--- config.mk ---
export PLATFORM = sky130hd
export DESIGN_NAME = xor8_flat
export DESIGN_NICKNAME = d
export VERILOG_FILES = /design/src/rtl/xor8_if.sv /design/src/rtl/xor8.sv /design/src/flat_wrapper.sv
export SDC_FILE = /design/constraint.sdc
export NUM_CORES = 1
export LEC_CHECK = 0
export CAP_MARGIN = 5
export CORE_UTILIZATION = 30
export CTS_BUF_LIST = sky130_fd_sc_hd__clkbuf_2
export DETAILED_ROUTE_END_ITERATION = 10
export DONT_BUFFER_PORTS = 1
export SLEW_MARGIN = 10
export SYNTH_ARGS = -nofsm -noshare
export SYNTH_HDL_FRONTEND = slang
export SYNTH_SLANG_ARGS = --single-unit
--- constraint.sdc ---
create_clock -name clk -period 4.6 [get_ports clk]
set_input_delay 0.92 -clock clk [delete_from_list [all_inputs] [get_ports clk]]
set_output_delay 0.92 -clock clk [all_outputs]
set_load 0.03 [all_outputs]
--- src/rtl/xor8_if.sv ---
// Operand/result bundle for the xor8 block; the parity wire exists only
// when XOR8_PARITY_EN is defined.
interface xor8_if #(
    parameter int WIDTH = 8
);
    localparam int ONES_W = $clog2(WIDTH + 1);

    logic              in_valid;
    logic [WIDTH-1:0]  A;
    logic [WIDTH-1:0]  B;
    logic [WIDTH-1:0]  Z;
    logic              out_valid;
    logic              zero;
    logic [ONES_W-1:0] ones;
`ifdef XOR8_PARITY_EN
    logic              parity;

    modport master (
        output in_valid, A, B,
        input  Z, out_valid, zero, ones, parity
    );

    modport slave (
        input  in_valid, A, B,
        output Z, out_valid, zero, ones, parity
    );
`else
    modport master (
        output in_valid, A, B,
        input  Z, out_valid, zero, ones
    );

    modport slave (
        input  in_valid, A, B,
        output Z, out_valid, zero, ones
    );
`endif
endinterface

--- src/rtl/xor8.sv ---
// Bitwise XOR of two operands with popcount and zero flag, registered or
// combinational per REG_OUT; macro XOR8_PARITY_EN adds a parity output.
module xor8 #(
    parameter int WIDTH   = 8,
    parameter bit REG_OUT = 1'b1
) (
    input  logic   clk,
    input  logic   rst_n,
    xor8_if.slave  bus
);
    localparam int ONES_W = $clog2(WIDTH + 1);

    logic [WIDTH-1:0]  z_d;
    logic [ONES_W-1:0] ones_d;

    function automatic logic [ONES_W-1:0] popcount(input logic [WIDTH-1:0] v);
        logic [ONES_W-1:0] cnt;
        cnt = '0;
        for (int i = 0; i < WIDTH; i++) begin
            cnt = cnt + ONES_W'(v[i]);
        end
        return cnt;
    endfunction

    assign z_d    = bus.A ^ bus.B;
    assign ones_d = popcount(z_d);

    if (REG_OUT) begin : g_reg
        logic [WIDTH-1:0]  z_q;
        logic [ONES_W-1:0] ones_q;
        logic              outValid_q;
`ifdef XOR8_PARITY_EN
        logic              parity_q;
`endif

        // Results load only on valid edges and otherwise hold; out_valid
        // tracks in_valid so idle edges clear it without touching the data.
        always_ff @(posedge clk) begin
            if (!rst_n) begin
                z_q        <= '0;
                ones_q     <= '0;
                outValid_q <= 1'b0;
`ifdef XOR8_PARITY_EN
                parity_q   <= 1'b0;
`endif
            end else begin
                outValid_q <= bus.in_valid;
                if (bus.in_valid) begin
                    z_q      <= z_d;
                    ones_q   <= ones_d;
`ifdef XOR8_PARITY_EN
                    parity_q <= ^z_d;
`endif
                end
            end
        end

        assign bus.Z         = z_q;
        assign bus.ones      = ones_q;
        assign bus.out_valid = outValid_q;
        assign bus.zero      = outValid_q && (z_q == '0);
`ifdef XOR8_PARITY_EN
        assign bus.parity    = parity_q;
`endif
    end else begin : g_comb
        assign bus.Z         = z_d;
        assign bus.ones      = ones_d;
        assign bus.out_valid = bus.in_valid;
        assign bus.zero      = bus.in_valid && (z_d == '0);
`ifdef XOR8_PARITY_EN
        assign bus.parity    = ^z_d;
`endif
    end
endmodule

--- src/flat_wrapper.sv ---
// flat-port wrapper written by rule: the top's interface ports become plain ports
module xor8_flat 
#(
    parameter int WIDTH   = 8,
    parameter bit REG_OUT = 1'b1
)
  (clk, rst_n, bus_in_valid, bus_A, bus_B, bus_Z, bus_out_valid, bus_zero, bus_ones);
  xor8_if #(.WIDTH(WIDTH)) bus_i ();
  input  logic clk;
  input  logic rst_n;
  input wire logic [$bits(bus_i.in_valid)-1:0] bus_in_valid;
  input wire logic [$bits(bus_i.A)-1:0] bus_A;
  input wire logic [$bits(bus_i.B)-1:0] bus_B;
  output wire logic [$bits(bus_i.Z)-1:0] bus_Z;
  output wire logic [$bits(bus_i.out_valid)-1:0] bus_out_valid;
  output wire logic [$bits(bus_i.zero)-1:0] bus_zero;
  output wire logic [$bits(bus_i.ones)-1:0] bus_ones;
  assign bus_i.in_valid = bus_in_valid;
  assign bus_i.A = bus_A;
  assign bus_i.B = bus_B;
  assign bus_Z = bus_i.Z;
  assign bus_out_valid = bus_i.out_valid;
  assign bus_zero = bus_i.zero;
  assign bus_ones = bus_i.ones;
  xor8 #(.WIDTH(WIDTH), .REG_OUT(REG_OUT)) u_core (.clk(clk), .rst_n(rst_n), .bus(bus_i));
endmodule
=== Word level (Yosys, flattened, before mapping) ===
Index checks and enable logic that the tools add are counted.

* Flip-flop bits (word level): 13
* Output and inout port bits: 14

* Reductions and logical operators: 2
* Add/subtract/negate cells: 7
* Bitwise gates (word level): 1

{| class="wikitable"
|+ Operators by type and width
! cell !! number
|-
| 4-bit by 1-bit adder with 4-bit output || 6
|-
| 8-bit zero test || 1
|-
| 8-bit XOR || 1
|-
| 1-bit by 1-bit adder with 2-bit output || 1
|-
| 1-bit logical AND || 1
|}

=== Depth between registers and ports, before layout ===
* Depth in word-level cells: 8
* Gate-level depth with buffers: 10
* Gate-level depth less buffers: 10

=== Worst setup path before layout ===
No wires, ideal clock.

* Kind: input to register
* From: in bus_B[0]
* To: reg u_core.g_reg.ones_q[1], in the netlist u_core.bus.ones[1]
* Data arrival time: 3.467 ns
* Required time: 4.542 ns
* Path buffers: 0
* Setup slack: 1.074 ns
* Setup time: 0.058 ns
* Stages on the path: 10
* Cells stage by stage: xnor2_1 inv_1 ha_1 fa_1 fa_1 fa_1 inv_1 fa_1 nand2_1 o211a_1

* Cells in the longest elaborated chain, start to end: 8

{| class="wikitable"
|+ Ends and longest elaborated chain
! item !! RTL line !! RTL
|-
| start, declared || flat_wrapper.sv:13 || <nowiki>input wire logic [$bits(bus_i.B)-1:0] bus_B;</nowiki>
|-
| 8-bit XOR || xor8.sv:25 || <nowiki>assign z_d = bus.A ^ bus.B;</nowiki>
|-
| via u_core.z_d[0] || xor8.sv:13 || <nowiki>logic [WIDTH-1:0] z_d;</nowiki>
|-
| 1-bit by 1-bit adder with 2-bit output || xor8.sv:20 || <nowiki>cnt = cnt + ONES_W'(v[i]);</nowiki>
|-
| 4-bit by 1-bit adder with 4-bit output (6 in series) || xor8.sv:20 ||
|-
| end signal, assigned || xor8.sv:50 || <nowiki>ones_q <= ones_d;</nowiki>
|-
| end, declared || xor8.sv:30 || <nowiki>logic [ONES_W-1:0] ones_q;</nowiki>
|}

The timed path passes the listed nets, and every way through them passes these cells.
A chain may end at the register's enable or synchronous reset.

=== Worst setup path after layout ===
Same ends and word-level chain as after synthesis.

==> results.md <==
- Outcome: finished clean
- Initial antenna violation count: 0
- Clk buf depth: 2
- Synth Area per Inst: 9.55 um^2
- Cell Chain, Critical Path: xnor2_1 > inv_1 > ha_1 > fa_1 > fa_1 > fa_1 > inv_1 > fa_1 > nand2_1 > o211a_1
- Sequential area share after synthesis: 0.373
- CP top delay family: adder cells
- Die height: 50.2 um
- Core ar.: 0.00219 mm^2
- Final instance area: 728 um^2
- Nets: 101
- WL per Instance: 13.3 um
- Fill count: 246
- Worst skew pair latency: 260 ps
- Final Hold Fails: 0
- Mean number of vias per cell: 4.78
- PwrDens: 431 mW/mm^2
- Setup repair bufs after CTS: 0
- Root Buffer: clkbuf_2
- Req. time, crit path: 4810 ps
- Total CTS buffers: 3
- Vias in the first global route: 497
- Num rows: 17
- Fmax: 295 MHz
- Syn Nets: 99
- Crit path time final: 3390 ps
- Ant. Diodes: 0
- Final Wtd Congestion: 0.677
- Yosys cell types: 21
- Hold Path Class: register to register
- Vias: 488
- Final setup viols: 0
- Drc violations: 0
- Mapped Cells: 73
- Total grt overflow: 0
- Area growth syn-to-layout: 4.49%
- Die footprint: 0.00252 mm^2
- Max_cap viols: 0
- Tcrit/Tclk final: 0.736
- Worst Setup Path Type: primary input to register
- Slew margin rel.: 0.746
- EDFF count, synth: 0
- Worst-margin pin slew: 381 ps
- First DRT Iteration DRCs: 11
- CP dominant cell by count: fa_1
- DP Area: 708 um^2
- Critical-path maximum fanout: 2
- Initial core utilization: 0.318
- Yosys reg bits: 13
- TritonCTS clock tree: done
- Count of pins over their slew limit: 0
- Crit end category: register
- Worst Setup Start Kind: primary input
- Depth of the CTS H-tree: 1
- Die Span X: 50.2 um
- Routed wire length: 1360 um
- IO Count: 33
- Synth Warn #: 0
- Worst-path clk slew: 130 ps
- R2R Setup Slk: 3690 ps
- CP bufs+invs: 2
- Mapped cell area: 697 um^2
- Peak supply drop: 0.128 mV
- Leakage: 0.319 nW
- Hold_ws: 645 ps
- Clock skew: 0 ps
- Unrepaired setup endpoints after global routing: no
- First-pass GRT wire length: 2280 um
- # port buffers: 0
- Largest net degree at the start of global routing: 24
- Synth async-reset ratio: 0
- GR Util All Layers: 0.125
- Worst path slowest cell: fa_1
- Pre-antenna DRT Iters: 4
- Antenna viol nets, final: 0
- Primary FF master, synth: dfxtp_1
- Crit path largest cell delay: 500 ps
- Count of clock tree sinks: 13
- Hold buffers post-CTS: 0
- Worst path arrival time: 3600 ps
- Cts repair resizes: 0
- Setup TNS: 0 ps
- Share of layout cells above drive strength 1: 0.0541
[placed cells by master, fill, tap and decap left out]
| cell type | n |
|---|---|
| nand3b_1 | 1 |
| a21oi_1 | 9 |
| clkbuf_2 | 4 |
| nand3_1 | 1 |
| and4b_1 | 1 |
| a22o_1 | 1 |
| nor2b_1 | 2 |
| o211a_1 | 1 |
| dfxtp_1 | 13 |
| o21ai_1 | 9 |
| nor3_1 | 1 |
| xnor2_1 | 9 |
| ha_1 | 3 |
| fa_1 | 4 |
| and2_1 | 1 |
| nor4_1 | 1 |
| inv_1 | 11 |
| nand2_1 | 1 |
| mux2i_1 | 1 |
[sequential cells by signal, indices dropped and copies added, names as in the netlist]
register / flops
u_core.bus.Z: 8
u_core.bus.out_valid: 1
u_core.bus.ones: 4
[layer usage]
| metal | wire length (um) | GRT usage | up-vias |
|---|---|---|---|
| met5 | 0 | 0 | - |
| met4 | 19 | 0.0714 | 0 |
| met3 | 120 | 0.0485 | 2 |
| met2 | 686 | 0.202 | 19 |
| met1 | 531 | 0.139 | 222 |
| li1 | - | - | 245 |
[power breakdown]
part           switching (mW)  internal [mW]
Clock                  0.0357         0.0231
Sequential             0.0374          0.126
Combinational          0.0456         0.0458
[worst reg2reg max path, cell delays in order (launching register included)]
cell,delay (ps)
dfxtp_1,430
nor2b_1,180
a22o_1,220
[cell type report]
class | instances | area, um^2 | area share
multi-input combinational | 46 | 372 | 0.510
sequential | 13 | 260 | 0.357
inverter | 11 | 41.3 | 0.0567
tap | 28 | 35.0 | 0.0481
clock buffer | 4 | 20.0 | 0.0275
[path summary, 6_finish.rpt]
path	endpoint	cells past startpoint	startpoint
setup / recovery	u_core.bus.ones[1]	10	bus_B[0]
hold / removal	u_core.bus.ones[3]	2	u_core.bus.ones[3]
setup reg to reg	u_core.bus.ones[2]	2	u_core.bus.ones[2]
hold reg to reg	u_core.bus.ones[3]	2	u_core.bus.ones[3]
[cell usage after synthesis, types with 2 or more instances]
cell / instances / area share
a21oi_1: 9 / 0.065
dfxtp_1: 13 / 0.37
fa_1: 4 / 0.11
ha_1: 3 / 0.054
inv_1: 11 / 0.059
nor2b_1: 2 / 0.018
o21ai_1: 9 / 0.065
xnor2_1: 9 / 0.11
[logic make-up (layout without fill, tap and decap cells)]
family,Yosys count,count (layout),share of synthesized area
compound gates,20,20,0.156
buf+inv,14,15,0.0934
flops,13,13,0.373
xor+xnor,9,9,0.113
simple gates,9,9,0.0808
fa+ha+maj,7,7,0.169
mux,1,1,0.0144
[stage by stage]
step	setup WS (ps)	power, mW	std cells	util
4_1_cts	1200	0.321	102	0.332
5_1_grt	1060	0.343	102	0.332
3_5_place_dp	923	0.261	98	0.323
6_report	1210	0.314	102	0.332
3_3_place_gp	995	0.255	98	0.323
2_1_floorplan	1070	0.243	73	-
Power figures use the tool's default switching activity.
